`config.mk`:
```
export PLATFORM = sky130hd
export DESIGN_NAME = branch_predictor_flat
export DESIGN_NICKNAME = d
export VERILOG_FILES = /design/src/rtl/bp_pkg.sv /design/src/rtl/bp_if.sv /design/src/rtl/branch_predictor_sat_counter2.sv /design/src/rtl/branch_predictor.sv /design/src/flat_wrapper.sv
export SDC_FILE = /design/constraint.sdc
export NUM_CORES = 1
export LEC_CHECK = 0
export ABC_AREA = 1
export BUFFER_PORTS_ARGS = -buffer_cell sky130_fd_sc_hd__clkbuf_2
export CORE_UTILIZATION = 60
export DETAILED_ROUTE_END_ITERATION = 8
export GPL_ROUTABILITY_DRIVEN = 0
export PLACE_DENSITY = 0.79
export RECOVER_POWER = 25
export SYNTH_ARGS = -nofsm -noshare
export SYNTH_HDL_FRONTEND = slang
export SYNTH_SLANG_ARGS = --single-unit
```
`constraint.sdc`:
```
create_clock -name clock -period 8.5 [get_ports clock]
set_input_delay 1.7 -clock clock [delete_from_list [all_inputs] [get_ports clock]]
set_output_delay 1.7 -clock clock [all_outputs]
set_load 0.05 [all_outputs]
```
`src/rtl/bp_pkg.sv`:
```
// Shared encodings for the branch predictor: 2-bit saturating counter states.
package bp_pkg;

    localparam logic [1:0] CTR_SNT   = 2'b00;
    localparam logic [1:0] CTR_WNT   = 2'b01;
    localparam logic [1:0] CTR_WT    = 2'b10;
    localparam logic [1:0] CTR_ST    = 2'b11;
    localparam logic [1:0] CTR_ALLOC = CTR_WT;
    localparam logic [1:0] CTR_RESET = CTR_WNT;

endpackage

```
`src/rtl/bp_if.sv`:
```
// Fetch-lookup, MEM-training and statistics signals of the branch predictor.
// Handshake: no ready/valid pairing; upd_valid qualifies the upd_* bundle for exactly one cycle.
interface bp_if #(
    parameter int XLEN   = 32,
    parameter int STAT_W = 16
);
    logic [XLEN-1:0]   if_pc;
    logic              pred_taken;
    logic [XLEN-1:0]   pred_pc;
    logic              upd_valid;
    logic [XLEN-1:0]   upd_pc;
    logic              upd_taken;
    logic [XLEN-1:0]   upd_target;
    logic              upd_pred_taken;
    logic [XLEN-1:0]   upd_pred_pc;
    logic              mispredict;
    logic [XLEN-1:0]   redirect_pc;
    logic [STAT_W-1:0] branch_count;
    logic [STAT_W-1:0] miss_count;

    modport master (
        output if_pc, upd_valid, upd_pc, upd_taken, upd_target, upd_pred_taken, upd_pred_pc,
        input  pred_taken, pred_pc, mispredict, redirect_pc, branch_count, miss_count
    );

    modport slave (
        input  if_pc, upd_valid, upd_pc, upd_taken, upd_target, upd_pred_taken, upd_pred_pc,
        output pred_taken, pred_pc, mispredict, redirect_pc, branch_count, miss_count
    );
endinterface

```
`src/rtl/branch_predictor_sat_counter2.sv`:
```
// Next state of a 2-bit saturating branch counter given the resolved outcome.
module sat_counter2
    import bp_pkg::*;
(
    input  logic [1:0] ctr_i,
    input  logic       taken_i,
    output logic [1:0] ctr_o
);
    always_comb begin
        ctr_o = ctr_i;
        if (taken_i && ctr_i != CTR_ST) begin
            ctr_o = ctr_i + 2'd1;
        end else if (!taken_i && ctr_i != CTR_SNT) begin
            ctr_o = ctr_i - 2'd1;
        end
    end
endmodule

```
`src/rtl/branch_predictor.sv`:
```
// Direct-mapped BTB with 2-bit counters: combinational IF lookup, registered MEM training,
// combinational mispredict/redirect and saturating branch/mispredict statistics.
module branch_predictor
    import bp_pkg::*;
#(
    parameter int XLEN    = 32,
    parameter int ENTRIES = 16,
    parameter int TAG_W   = 6,
    parameter int STAT_W  = 16
) (
    input logic clock,
    input logic clear,
    bp_if.slave bus
);
    localparam int IDX_W = $clog2(ENTRIES);

    logic              valid_q  [ENTRIES];
    logic [TAG_W-1:0]  tag_q    [ENTRIES];
    logic [1:0]        ctr_q    [ENTRIES];
    logic [XLEN-1:0]   target_q [ENTRIES];
    logic [STAT_W-1:0] branch_count_q, branch_count_d;
    logic [STAT_W-1:0] miss_count_q, miss_count_d;

    logic [IDX_W-1:0]  if_idx, upd_idx;
    logic [TAG_W-1:0]  if_tag, upd_tag;
    logic              if_hit, upd_hit, upd_write;
    logic [1:0]        ctr_next, ctr_d;
    logic [XLEN-1:0]   redirect;
    logic              miss;
    logic              unused_pred_taken;

    assign if_idx  = bus.if_pc[IDX_W-1:0];
    assign if_tag  = bus.if_pc[IDX_W+TAG_W-1:IDX_W];
    assign upd_idx = bus.upd_pc[IDX_W-1:0];
    assign upd_tag = bus.upd_pc[IDX_W+TAG_W-1:IDX_W];

    // Lookup reads the registered table, so a same-cycle update is not visible until next cycle.
    assign if_hit          = valid_q[if_idx] && (tag_q[if_idx] == if_tag);
    assign bus.pred_taken  = if_hit && ctr_q[if_idx][1];
    assign bus.pred_pc     = bus.pred_taken ? target_q[if_idx] : bus.if_pc + 1'b1;

    assign redirect        = (bus.upd_valid && bus.upd_taken) ? bus.upd_target : bus.upd_pc + 1'b1;
    assign miss            = bus.upd_valid && (redirect != bus.upd_pred_pc);
    assign bus.mispredict  = miss;
    assign bus.redirect_pc = redirect;

    // The carried direction bit is implied by upd_pred_pc and is not needed for training.
    assign unused_pred_taken = bus.upd_pred_taken;

    assign upd_hit   = valid_q[upd_idx] && (tag_q[upd_idx] == upd_tag);
    assign upd_write = bus.upd_valid && (upd_hit || bus.upd_taken);

    sat_counter2 u_sat_counter2 (
        .ctr_i   (ctr_q[upd_idx]),
        .taken_i (bus.upd_taken),
        .ctr_o   (ctr_next)
    );

    assign ctr_d = upd_hit ? ctr_next : CTR_ALLOC;

    always_comb begin
        branch_count_d = branch_count_q;
        miss_count_d   = miss_count_q;
        if (bus.upd_valid && branch_count_q != '1) branch_count_d = branch_count_q + 1'b1;
        if (miss && miss_count_q != '1)            miss_count_d   = miss_count_q + 1'b1;
    end

    always_ff @(posedge clock) begin
        if (clear) begin
            for (int i = 0; i < ENTRIES; i++) begin
                valid_q[i]  <= 1'b0;
                tag_q[i]    <= '0;
                ctr_q[i]    <= CTR_RESET;
                target_q[i] <= '0;
            end
            branch_count_q <= '0;
            miss_count_q   <= '0;
        end else begin
            if (upd_write) begin
                valid_q[upd_idx] <= 1'b1;
                tag_q[upd_idx]   <= upd_tag;
                ctr_q[upd_idx]   <= ctr_d;
                if (bus.upd_taken) target_q[upd_idx] <= bus.upd_target;
            end
            branch_count_q <= branch_count_d;
            miss_count_q   <= miss_count_d;
        end
    end

    assign bus.branch_count = branch_count_q;
    assign bus.miss_count   = miss_count_q;
endmodule

```
`src/flat_wrapper.sv`:
```
// flat-port wrapper written by rule: the top's interface ports become plain ports
module branch_predictor_flat import bp_pkg::*;
#(
    parameter int XLEN    = 32,
    parameter int ENTRIES = 16,
    parameter int TAG_W   = 6,
    parameter int STAT_W  = 16
)
  (clock, clear, bus_if_pc, bus_upd_valid, bus_upd_pc, bus_upd_taken, bus_upd_target, bus_upd_pred_taken, bus_upd_pred_pc, bus_pred_taken, bus_pred_pc, bus_mispredict, bus_redirect_pc, bus_branch_count, bus_miss_count);
  bp_if #(.XLEN(XLEN), .STAT_W(STAT_W)) bus_i ();
  input logic clock;
  input logic clear;
  input wire logic [$bits(bus_i.if_pc)-1:0] bus_if_pc;
  input wire logic [$bits(bus_i.upd_valid)-1:0] bus_upd_valid;
  input wire logic [$bits(bus_i.upd_pc)-1:0] bus_upd_pc;
  input wire logic [$bits(bus_i.upd_taken)-1:0] bus_upd_taken;
  input wire logic [$bits(bus_i.upd_target)-1:0] bus_upd_target;
  input wire logic [$bits(bus_i.upd_pred_taken)-1:0] bus_upd_pred_taken;
  input wire logic [$bits(bus_i.upd_pred_pc)-1:0] bus_upd_pred_pc;
  output wire logic [$bits(bus_i.pred_taken)-1:0] bus_pred_taken;
  output wire logic [$bits(bus_i.pred_pc)-1:0] bus_pred_pc;
  output wire logic [$bits(bus_i.mispredict)-1:0] bus_mispredict;
  output wire logic [$bits(bus_i.redirect_pc)-1:0] bus_redirect_pc;
  output wire logic [$bits(bus_i.branch_count)-1:0] bus_branch_count;
  output wire logic [$bits(bus_i.miss_count)-1:0] bus_miss_count;
  assign bus_i.if_pc = bus_if_pc;
  assign bus_i.upd_valid = bus_upd_valid;
  assign bus_i.upd_pc = bus_upd_pc;
  assign bus_i.upd_taken = bus_upd_taken;
  assign bus_i.upd_target = bus_upd_target;
  assign bus_i.upd_pred_taken = bus_upd_pred_taken;
  assign bus_i.upd_pred_pc = bus_upd_pred_pc;
  assign bus_pred_taken = bus_i.pred_taken;
  assign bus_pred_pc = bus_i.pred_pc;
  assign bus_mispredict = bus_i.mispredict;
  assign bus_redirect_pc = bus_i.redirect_pc;
  assign bus_branch_count = bus_i.branch_count;
  assign bus_miss_count = bus_i.miss_count;
  branch_predictor #(.XLEN(XLEN), .ENTRIES(ENTRIES), .TAG_W(TAG_W), .STAT_W(STAT_W)) u_core (.clock(clock), .clear(clear), .bus(bus_i));
endmodule
```
# Word-level counts from Yosys, hierarchy flattened

Memory sizes are Yosys's and may differ from the RTL's.
Cells that the tools add are included.
W data, S select, Z words.

RAM bits: 656
Memories: 4
Logic and storage cells: 61
Output and inout port bits: 98
Input bits: 133
Flip-flop bits (word level): 32

$add $sub $neg: 6
Multiplexer cells: 26
Eq/ne operators: 6
Reductions and logical operators: 17

Memory list:

| memory          | depth | bits a word | rd ports | clocked after Yosys merged registers in | wr ports | line                   | text |
|---|---|---|---|---|---|---|---|
| u_core.target_q | 16    | 32          | 1        | 0                                       | 16       | branch_predictor.sv:20 | `logic [XLEN-1:0] target_q [ENTRIES];` |
| u_core.tag_q    | 16    | 6           | 2        | 0                                       | 16       | branch_predictor.sv:18 | `logic [TAG_W-1:0] tag_q [ENTRIES];` |
| u_core.ctr_q    | 16    | 2           | 2        | 0                                       | 16       | branch_predictor.sv:19 | `logic [1:0] ctr_q [ENTRIES];` |
| u_core.valid_q  | 16    | 1           | 2        | 0                                       | 16       | branch_predictor.sv:17 | `logic valid_q [ENTRIES];` |

Operators with widths:

| cell                    | count |
|---|---|
| $mux W32                | 3 |
| $add A32 B1 Y32 const B | 2 |
| $add A16 B1 Y16 const B | 2 |
| $ne A16 B16 Y1 const B  | 2 |
| $ne A32 B32 Y1          | 1 |
| $reduce_or A32 Y1       | 1 |
| $mux W4                 | 4 |
| $mux W1                 | 14 |
| $eq A6 B6 Y1            | 2 |
| $logic_and A1 B1 Y1     | 10 |
| $mux W2                 | 4 |
| $mux W6                 | 1 |
| $reduce_or A6 Y1        | 1 |
| $add A2 B1 Y2 const B   | 1 |
| $ne A2 B2 Y1 const B    | 1 |
| $reduce_bool A2 Y1      | 1 |
| $reduce_or A2 Y1        | 1 |
| $sub A2 B1 Y2 const B   | 1 |
| $logic_not A1 Y1        | 1 |
| $logic_or A1 B1 Y1      | 1 |
| $reduce_or A1 Y1        | 1 |

# Logic depth before layout (Yosys ltp)

Gate-level depths: netlist of run 1.
An unclocked memory read counts as a cell.

Depth in word-level cells: 10
Gate-level depth with buffers: 22
Mapped depth without buffers: 20

# By module

Synthesis of run 1 repeated with hierarchy kept, for this count alone.

Cell total of the unflattened synthesis: 3676
Area total of the unflattened synthesis: 34057.7 µm²

Modules (own cells, without submodules):

| module           | cells an instance | sequential area each (µm²) | times used | area an instance (µm²) |
|---|---|---|---|---|
| branch_predictor | 3659              | 20179.4                    | 1          | 33973.8 |
| sat_counter2     | 17                | 0.0                        | 1          | 83.8 |

# Worst setup path before layout of run 1

OpenSTA, ideal clock, no wires.

Path kind: input to output
From: in bus_upd_pc[0]
To: out bus_mispredict
Path slack: 2.347 ns
Data arrival time: 4.453 ns
Required time: 6.800 ns
Cell stages on the path: 15
Path buffers: 3
Cell sequence: buf_2 inv_2 clkbuf_1 ha_1 nand2_1 o21ai_0 xnor2_1 nand2_1 nor3_1 nand3_1 nor3_1 nand3_1 buf_6 nand2_1 inv_1

Longest elaborated chain between the ends: 4

RTL lines:

| element                      | line                   | text |
|---|---|---|
| start: declaration           | flat_wrapper.sv:15     | `input wire logic [$bits(bus_i.upd_pc)-1:0] bus_upd_pc;` |
| $add A32 B1 Y32              | branch_predictor.sv:42 | `assign redirect = (bus.upd_valid && bus.upd_taken) ? bus.upd_target : bus.upd_pc + 1'b1;` |
| $mux W32                     | branch_predictor.sv:42 |  |
| named net bus_redirect_pc[1] | flat_wrapper.sv:23     | `output wire logic [$bits(bus_i.redirect_pc)-1:0] bus_redirect_pc;` |
| $ne A32 B32 Y1               | branch_predictor.sv:43 | `assign miss = bus.upd_valid && (redirect != bus.upd_pred_pc);` |
| $logic_and A1 B1 Y1          | branch_predictor.sv:43 |  |
| end: declaration             | flat_wrapper.sv:22     | `output wire logic [$bits(bus_i.mispredict)-1:0] bus_mispredict;` |

The timed path passes the listed nets, and every way through them passes these cells.

# Worst setup path after layout of run 1

From: in bus_upd_valid
To: out bus_mispredict

Longest elaborated chain between the ends: 4

RTL lines:

| element               | line                   | text |
|---|---|---|
| start: declaration    | flat_wrapper.sv:14     | `input wire logic [$bits(bus_i.upd_valid)-1:0] bus_upd_valid;` |
| $logic_and A1 B1 Y1   | branch_predictor.sv:42 |  |
| $mux W32              | branch_predictor.sv:42 |  |
| $ne A32 B32 Y1        | branch_predictor.sv:43 |  |
| $logic_and A1 B1 Y1 * | branch_predictor.sv:43 |  |

Every way passes the cells marked *; elsewhere a longest branch is shown, timed or not.

==> metrics.md, run 1 <==
| Metric | Value |
|---|---|
| Clock tree skew after final layout | `0.0220 ns` |
| Rows | `87` |
| Power per standard cell area | `207 mW/mm^2` |
| CTS tree | `done` |
| Num CTS Buffers | `69` |
| Postcts setup bufs | `0` |
| Top cell type's share of synthesized area | `55.7%` |
| HPWL Detailed | `63000 um` |
| Post-synth EDFFs | `640` |
| Final core utilization | `67.1%` |
| Fmax | `0.134 GHz` |
| Commonest cells post-synth | `nor2_1 (1074), edfxtp_1 (640), nand2_1 (503)` |
| Final net count | `4084` |
| Total core area | `0.0566 mm^2` |
| Endpoints failing setup | `0` |
| NetSw | `2.03 mW` |
| Placed cell count | `4627` |
| Largest net degree at the start of global routing | `159` |
| Synth Warn # | `0` |
| Post-Layout Cell Count | `4750` |
| Main synth FF type | `edfxtp_1` |
| Combinational share of power | `11.4%` |
| Period utilization | `87.6%` |
| Register Area | `0.0202 mm^2` |
| R2R depth | `14` |
| Post-synthesis register bit count | `688` |
| Clock Tree Buf Depth | `3` |
| Status | `complete, but fails checks` |
| Critical path required time | `6.80 ns` |
| DR iter-0 viols | `4101` |
| CP Capture Type | `primary output` |
| Top Ports | `231` |
| Die area | `0.0584 mm^2` |
| Top delay family on crit path | `buffers and inverters` |
| GRT overflow | `0` |
| Placed inst area | `0.0359 mm^2` |
| Count leader, synth | `nor2_1` |
| H-tree Lvls | `3` |
| Syn Nets | `4009` |
| Failing checks | `capacitance limit, slew limit` |
| Post-route ant nets | `0` |
| Synth cell types | `46` |
| Worst path most repeated cell | `nand2_1` |
| Worst slew pin tran | `2.70 ns` |
| Clock tree root driver cell | `clkbuf_16` |
| Seq/Total Area, Yosys | `58.5%` |
| Post-Syn Area per Cell | `8.92 um^2` |
| Crit path arrival time | `5.74 ns` |
| Max_slew headroom | `-79.9%` |
| Clock latency on the worst-skew pair | `0.61 ns` |
| Initial antenna violation count | `2` |
| Area growth from synthesis to final layout | `10.2%` |
| Crit-path cells | `clkbuf_2 -> clkbuf_1 -> nand2_1 -> buf_4 -> inv_1 -> buf_4 -> nand2_1 -> nand3_1 -> nand2_1 -> nor3_1 -> nand3_1 -> nor3_1 -> nand3_1 -> buf_4 -> nand2_1 -> inv_1 -> clkbuf_2` |
| Share of power burned in the clock network | `38.7%` |
| FFs w/ async S/R, synth | `0%` |
| Pint | `5.83 mW` |
| Multi-input combinational cell area | `0.0123 mm^2` |
| Global-route wire length before repair | `158000 um` |
| Fill cell count | `4485` |
| Final Hold Fails | `0` |
| Worst slack at placement | `1.59 ns` |
| Sink Count | `688` |
| Worst Setup Start Kind | `input pin` |
| First-pass detailed-route iteration total | `8` |
| Post-Syn Area | `0.0345 mm^2` |
| Share of cells above drive strength 1 | `9.49%` |
| WP buf/inv | `8` |
| Total chip power | `7.86 mW` |
| Peak fanout along the critical path | `36` |
| Net Sw Frac | `25.8%` |
| Die height | `242 um` |
| Hold path depth | `2` |
| CP max-delay cell | `clkbuf_1` |
| Top post-synthesis cells by area | `edfxtp_1 (56%), nor2_1 (12%), o21ai_0 (6.6%)` |
| Setup TNS | `0 ns` |
| Routed vias | `29.6k` |
| Synth Instances | `3867` |
| Final Critical Period | `7.44 ns` |
| Hold crit path type | `register to register` |
| Peak supply drop | `0.000137 V` |
| Drt total wl | `106000 um` |
| Slew Limit Fails | `544` |
| Final worst slack | `1.06 ns` |
| Resize count post-CTS | `0` |
| Number of port buffers | `229` |
| Drt via density | `6.23` |
| Maxcap violations | `16` |
| Number of global-route vias before repair | `27.2k` |
| Hold buffers post-CTS | `0` |
| Peak per-stage delay on the critical path | `0.99 ns` |
| Worst Setup Path Type | `input pin to primary output` |
| Final hold slack | `0.474 ns` |
| P_leak | `14.7 nW` |
| Die Wd | `242 um` |
| Leading area contributor after synthesis | `edfxtp_1` |
| GRT Total Usage | `35.6%` |
| Drc violations | `0` |
| Post-Layout Inst Area | `0.0380 mm^2` |
| Stages on worst setup path | `17` |
| RSZ-0062 raised after global routing | `no` |
| Mean routed wirelength per cell | `22.3 um` |
| Clock-pin slew on the worst setup and hold paths | `0.06 ns` |
| Initial Utilization | `60.9%` |
| Sequential Power Share | `49.9%` |
[final timing paths]
check	from	to	slack, ns
worst min-delay path	u_core.valid_q[3]	u_core.valid_q[3]	0.47
worst max-delay path	bus_upd_valid	bus_mispredict	1.06
worst min register to register	u_core.valid_q[3]	u_core.valid_q[3]	0.47
worst max register to register	u_core.tag_q[5][2]	u_core.tag_q[4][1]	4.81
[worst reg2reg max path, delay by kind of cell (launching register included)]
kind / cells / cell delay, ns
flops: 1 / 0.36
xor+xnor: 1 / 0.18
buf+inv: 1 / 0.08
compound gates: 3 / 0.37
simple gates: 9 / 2.35
[cells in the final DEF (no fill, tap or decap), types with 9 or more instances in the layout]
master     Yosys  routed
a32o_1        22      22
nor2_2        10      10
nand2_1      503     492
o22ai_1       74      74
nand2_2       17      28
clkbuf_2       0     195
nand3_1      149     149
dfxtp_1       48      48
clkbuf_16      0      71
a21oi_1      113     113
clkbuf_1     223      66
ha_1           9       9
clkinv_1      30      42
buf_4          5      24
o21ai_0      455     455
nand3b_1      16      16
o221ai_1      58      58
xor2_1        20      20
nand4_1       39      39
nor2_1      1074    1073
edfxtp_1     640     640
clkinv_2       0       9
nor3_1        13      13
o21ai_1       10      10
xnor2_1       14      14
inv_1        219     216
o211ai_1      20      20
[sequential cells by signal, summed over array words and instances, names as in the netlist]
name	cells
u_core.valid_q	16
u_core.bus.branch_count	16
u_core.ctr_q	32
u_core.target_q	512
u_core.tag_q	96
u_core.bus.miss_count	16
[logic make-up (layout without fill, tap and decap cells)]
kind of cell	Yosys count	in the layout	share of synthesized area, %
simple gates	1847	1847	21.7
compound gates	771	771	12.7
flops	688	688	58.5
buf+inv	518	644	5.89
xor+xnor	34	34	0.864
fa+ha+maj	9	9	0.327
other cells	0	1	0
[layer usage]
metal  wire length [um]  track usage, %  vias up
met5                 13               0        -
met4               4440            16.3        2
met3              14600            8.14      318
met2              48500            55.9     2191
met1              38300            47.3    13800
li1                   -               -    13300
[area by class of cell]
class / instances / area share, %
clock inverter: 34 / 0.965
inverter: 250 / 2.50
sequential: 688 / 53.1
antenna: 1 / 0.00659
multi-input combinational: 2661 / 32.4
timing repair buffer: 272 / 3.70
tap: 756 / 2.49
clock buffer: 88 / 4.84
[power by group through the flow]
stage          Combinational (mW)  Sequential (mW)  Clock, mW
2_1_floorplan               0.559             3.98          0
3_3_place_gp                0.855             3.98          0
3_5_place_dp                0.867             3.99          0
4_1_cts                     0.873             3.92       3.03
5_1_grt                     0.956             3.93       3.16
6_report                    0.896             3.92       3.05
No activity file was read; power rests on OpenSTA's default activity.
==> inputs of run 2 (changes only) <==
CTS_BUF_LIST = sky130_fd_sc_hd__clkbuf_8   (was unset)
SKIP_LAST_GASP = 1   (was unset)
==> metrics.md, run 2 (synthesis gave the netlist of run 1 again) <==
| Metric | Value |
|---|---|
| Post-route ant nets | `0 (unchanged)` |
| Fill cell count | `4591 (was 4485)` |
| Largest regs | `u_core.target_q: 512 flops, u_core.tag_q: 96 flops, u_core.ctr_q: 32 flops (unchanged)` |
| GRT Total Usage | `35.4% (was 35.6%)` |
| Total core area | `0.0566 mm^2 (unchanged)` |
| Sink Count | `688 (unchanged)` |
| First-pass detailed-route iteration total | `6 (was 8)` |
| Clock tree root driver cell | `clkbuf_8 (was clkbuf_16)` |
| Number of port buffers | `229 (unchanged)` |
| Power per standard cell area | `197 mW/mm^2 (was 207 mW/mm^2)` |
| P_leak | `14.7 nW (about the same)` |
| Num CTS Buffers | `107 (was 69)` |
| FF-to-FF End | `u_core.tag_q[4][3] (was u_core.tag_q[4][1])` |
| Top reg by flops | `u_core.target_q (unchanged)` |
| End of the worst hold path | `u_core.bus.branch_count[4] (was u_core.valid_q[3])` |
| Hold crit path type | `register to register (unchanged)` |
| Clock tree skew after final layout | `0.0305 ns (was 0.0220 ns)` |
| Clock Tree Buf Depth | `3 (unchanged)` |
| CTS tree | `done (unchanged)` |
| Die area | `0.0584 mm^2 (unchanged)` |
| R2R depth | `14 (unchanged)` |
| Resize count post-CTS | `0 (unchanged)` |
| Most common cell after layout, fill and taps aside | `nor2_1 (unchanged)` |
| Endpoints failing setup | `0 (unchanged)` |
| Drt total wl | `106000 um (about the same)` |
| Setup slack, reg-to-reg | `4.80 ns (was 4.81 ns)` |
| RSZ-0062 raised after global routing | `no (unchanged)` |
| Peak supply drop | `0.000120 V (was 0.000137 V)` |
| CP Capture Type | `primary output (unchanged)` |
| Die height | `242 um (unchanged)` |
| Status | `complete, but fails checks (unchanged)` |
| Area growth from synthesis to final layout | `9.59% (was 10.2%)` |
| Worst slew pin tran | `2.76 ns (was 2.70 ns)` |
| GRT overflow | `0 (unchanged)` |
| Mean routed wirelength per cell | `21.9 um (was 22.3 um)` |
| Max_slew headroom | `-84.0% (was -79.9%)` |
| Rows | `87 (unchanged)` |
| Worst Setup Start Kind | `input pin (unchanged)` |
| Failing checks | `capacitance limit, slew limit (unchanged)` |
| H-tree Lvls | `3 (unchanged)` |
| Initial Utilization | `60.9% (unchanged)` |
| Crit path arrival time | `5.74 ns (about the same)` |
| Drc violations | `0 (unchanged)` |
| Total chip power | `7.44 mW (was 7.86 mW)` |
| Period utilization | `87.5% (was 87.6%)` |
| Drt via density | `6.16 (was 6.23)` |
| Routed vias | `29.7k (was 29.6k)` |
| Setup TNS | `0 ns (unchanged)` |
| Top Ports | `231 (unchanged)` |
| Reg2reg start | `u_core.tag_q[9][2] (was u_core.tag_q[5][2])` |
| Final Hold Fails | `0 (unchanged)` |
| Hold buffers post-CTS | `0 (unchanged)` |
| Global-route wire length before repair | `157000 um (was 158000 um)` |
| Clock latency on the worst-skew pair | `0.72 ns (was 0.61 ns)` |
| Slew Limit Fails | `544 (unchanged)` |
| Maxcap violations | `16 (unchanged)` |
| Clock-pin slew on the worst setup and hold paths | `0.06 ns (about the same)` |
| Largest net degree at the start of global routing | `159 (unchanged)` |
| Final net count | `4122 (was 4084)` |
| Commonest cells after routing, fill and taps aside | `nor2_1 (1073), edfxtp_1 (640), nand2_1 (492) (unchanged)` |
| HPWL Detailed | `63000 um (unchanged)` |
| Final Critical Period | `7.44 ns (about the same)` |
| Critical path required time | `6.80 ns (about the same)` |
| Postcts setup bufs | `0 (unchanged)` |
| Number of global-route vias before repair | `27.3k (was 27.2k)` |
| Peak fanout along the critical path | `36 (unchanged)` |
| Worst Setup Path Type | `input pin to primary output (unchanged)` |
| Fmax | `0.134 GHz (about the same)` |
| Max reg flops | `512 (unchanged)` |
| Hold Startpoint | `u_core.bus.branch_count[4] (was u_core.valid_q[3])` |
| Share of cells above drive strength 1 | `10.3% (was 9.49%)` |
| DR iter-0 viols | `4036 (was 4101)` |
| Hold path depth | `2 (unchanged)` |
| Die Wd | `242 um (unchanged)` |
| Initial antenna violation count | `3 (was 2)` |
run 2: power breakdown:
group          switching [mW]  total [mW]  internal, mW
logic                   0.683       0.894         0.211
clock network            1.32        2.63          1.31
registers              0.0505        3.92          3.87
run 2: per-layer routing:
layer	routed length (um)	share of wire, %	GRT usage (%)
met5	27	0.026	0
met4	3830	3.6	14.6
met3	15400	15	8.63
met2	48300	46	55.7
met1	38000	36	47.3
run 2: area by class of cell:
| class | instances | area, um^2 | area share, % |
|---|---|---|---|
| sequential | 688 | 20200 | 53.4 |
| multi-input combinational | 2661 | 12300 | 32.6 |
| clock buffer | 115 | 1580 | 4.19 |
| timing repair buffer | 272 | 1410 | 3.72 |
| inverter | 250 | 948 | 2.51 |
| tap | 756 | 946 | 2.50 |
| clock inverter | 81 | 414 | 1.10 |
| antenna | 1 | 2.50 | 0.00662 |
run 2: critical path, stage by stage:
cell and delay [ns]:
clkbuf_2 0.08, clkbuf_1 1.00, nand2_1 0.31, buf_4 0.35, inv_1 0.09, buf_4 0.33, nand2_1 0.17, nand3_1 0.11
nand2_1 0.05, nor3_1 0.31, nand3_1 0.23, nor3_1 0.24, nand3_1 0.09, buf_4 0.23, nand2_1 0.11, inv_1 0.06
clkbuf_2 0.23
run 2: worst max-delay path by stage:
stage | from | endpoint | slack (ns) | cells past startpoint
after CTS | bus_if_pc[1] | bus_pred_pc[5] | 1.58 | 11
after detailed placement | bus_if_pc[1] | bus_pred_pc[5] | 1.59 | 12
final | bus_upd_valid | bus_mispredict | 1.06 | 17
after global placement | bus_if_pc[1] | bus_pred_pc[5] | 1.60 | 11
after floorplan | bus_upd_pc[0] | bus_mispredict | 2.35 | 15
after global routing | bus_upd_valid | bus_mispredict | 0.75 | 17
run 2: metrics by stage:
stage	area (um^2)	hold slack (ns)	cells	setup slack [ns]	util [%]
final	37800	0.475	4824	1.06	66.8
after CTS	37900	0.474	4823	1.58	66.9
after global placement	35900	0.450	4627	1.60	63.4
after detailed placement	35900	0.458	4627	1.59	63.4
after global routing	37800	0.496	4824	0.748	66.8
after floorplan	34500	0.442	3867	2.35	-
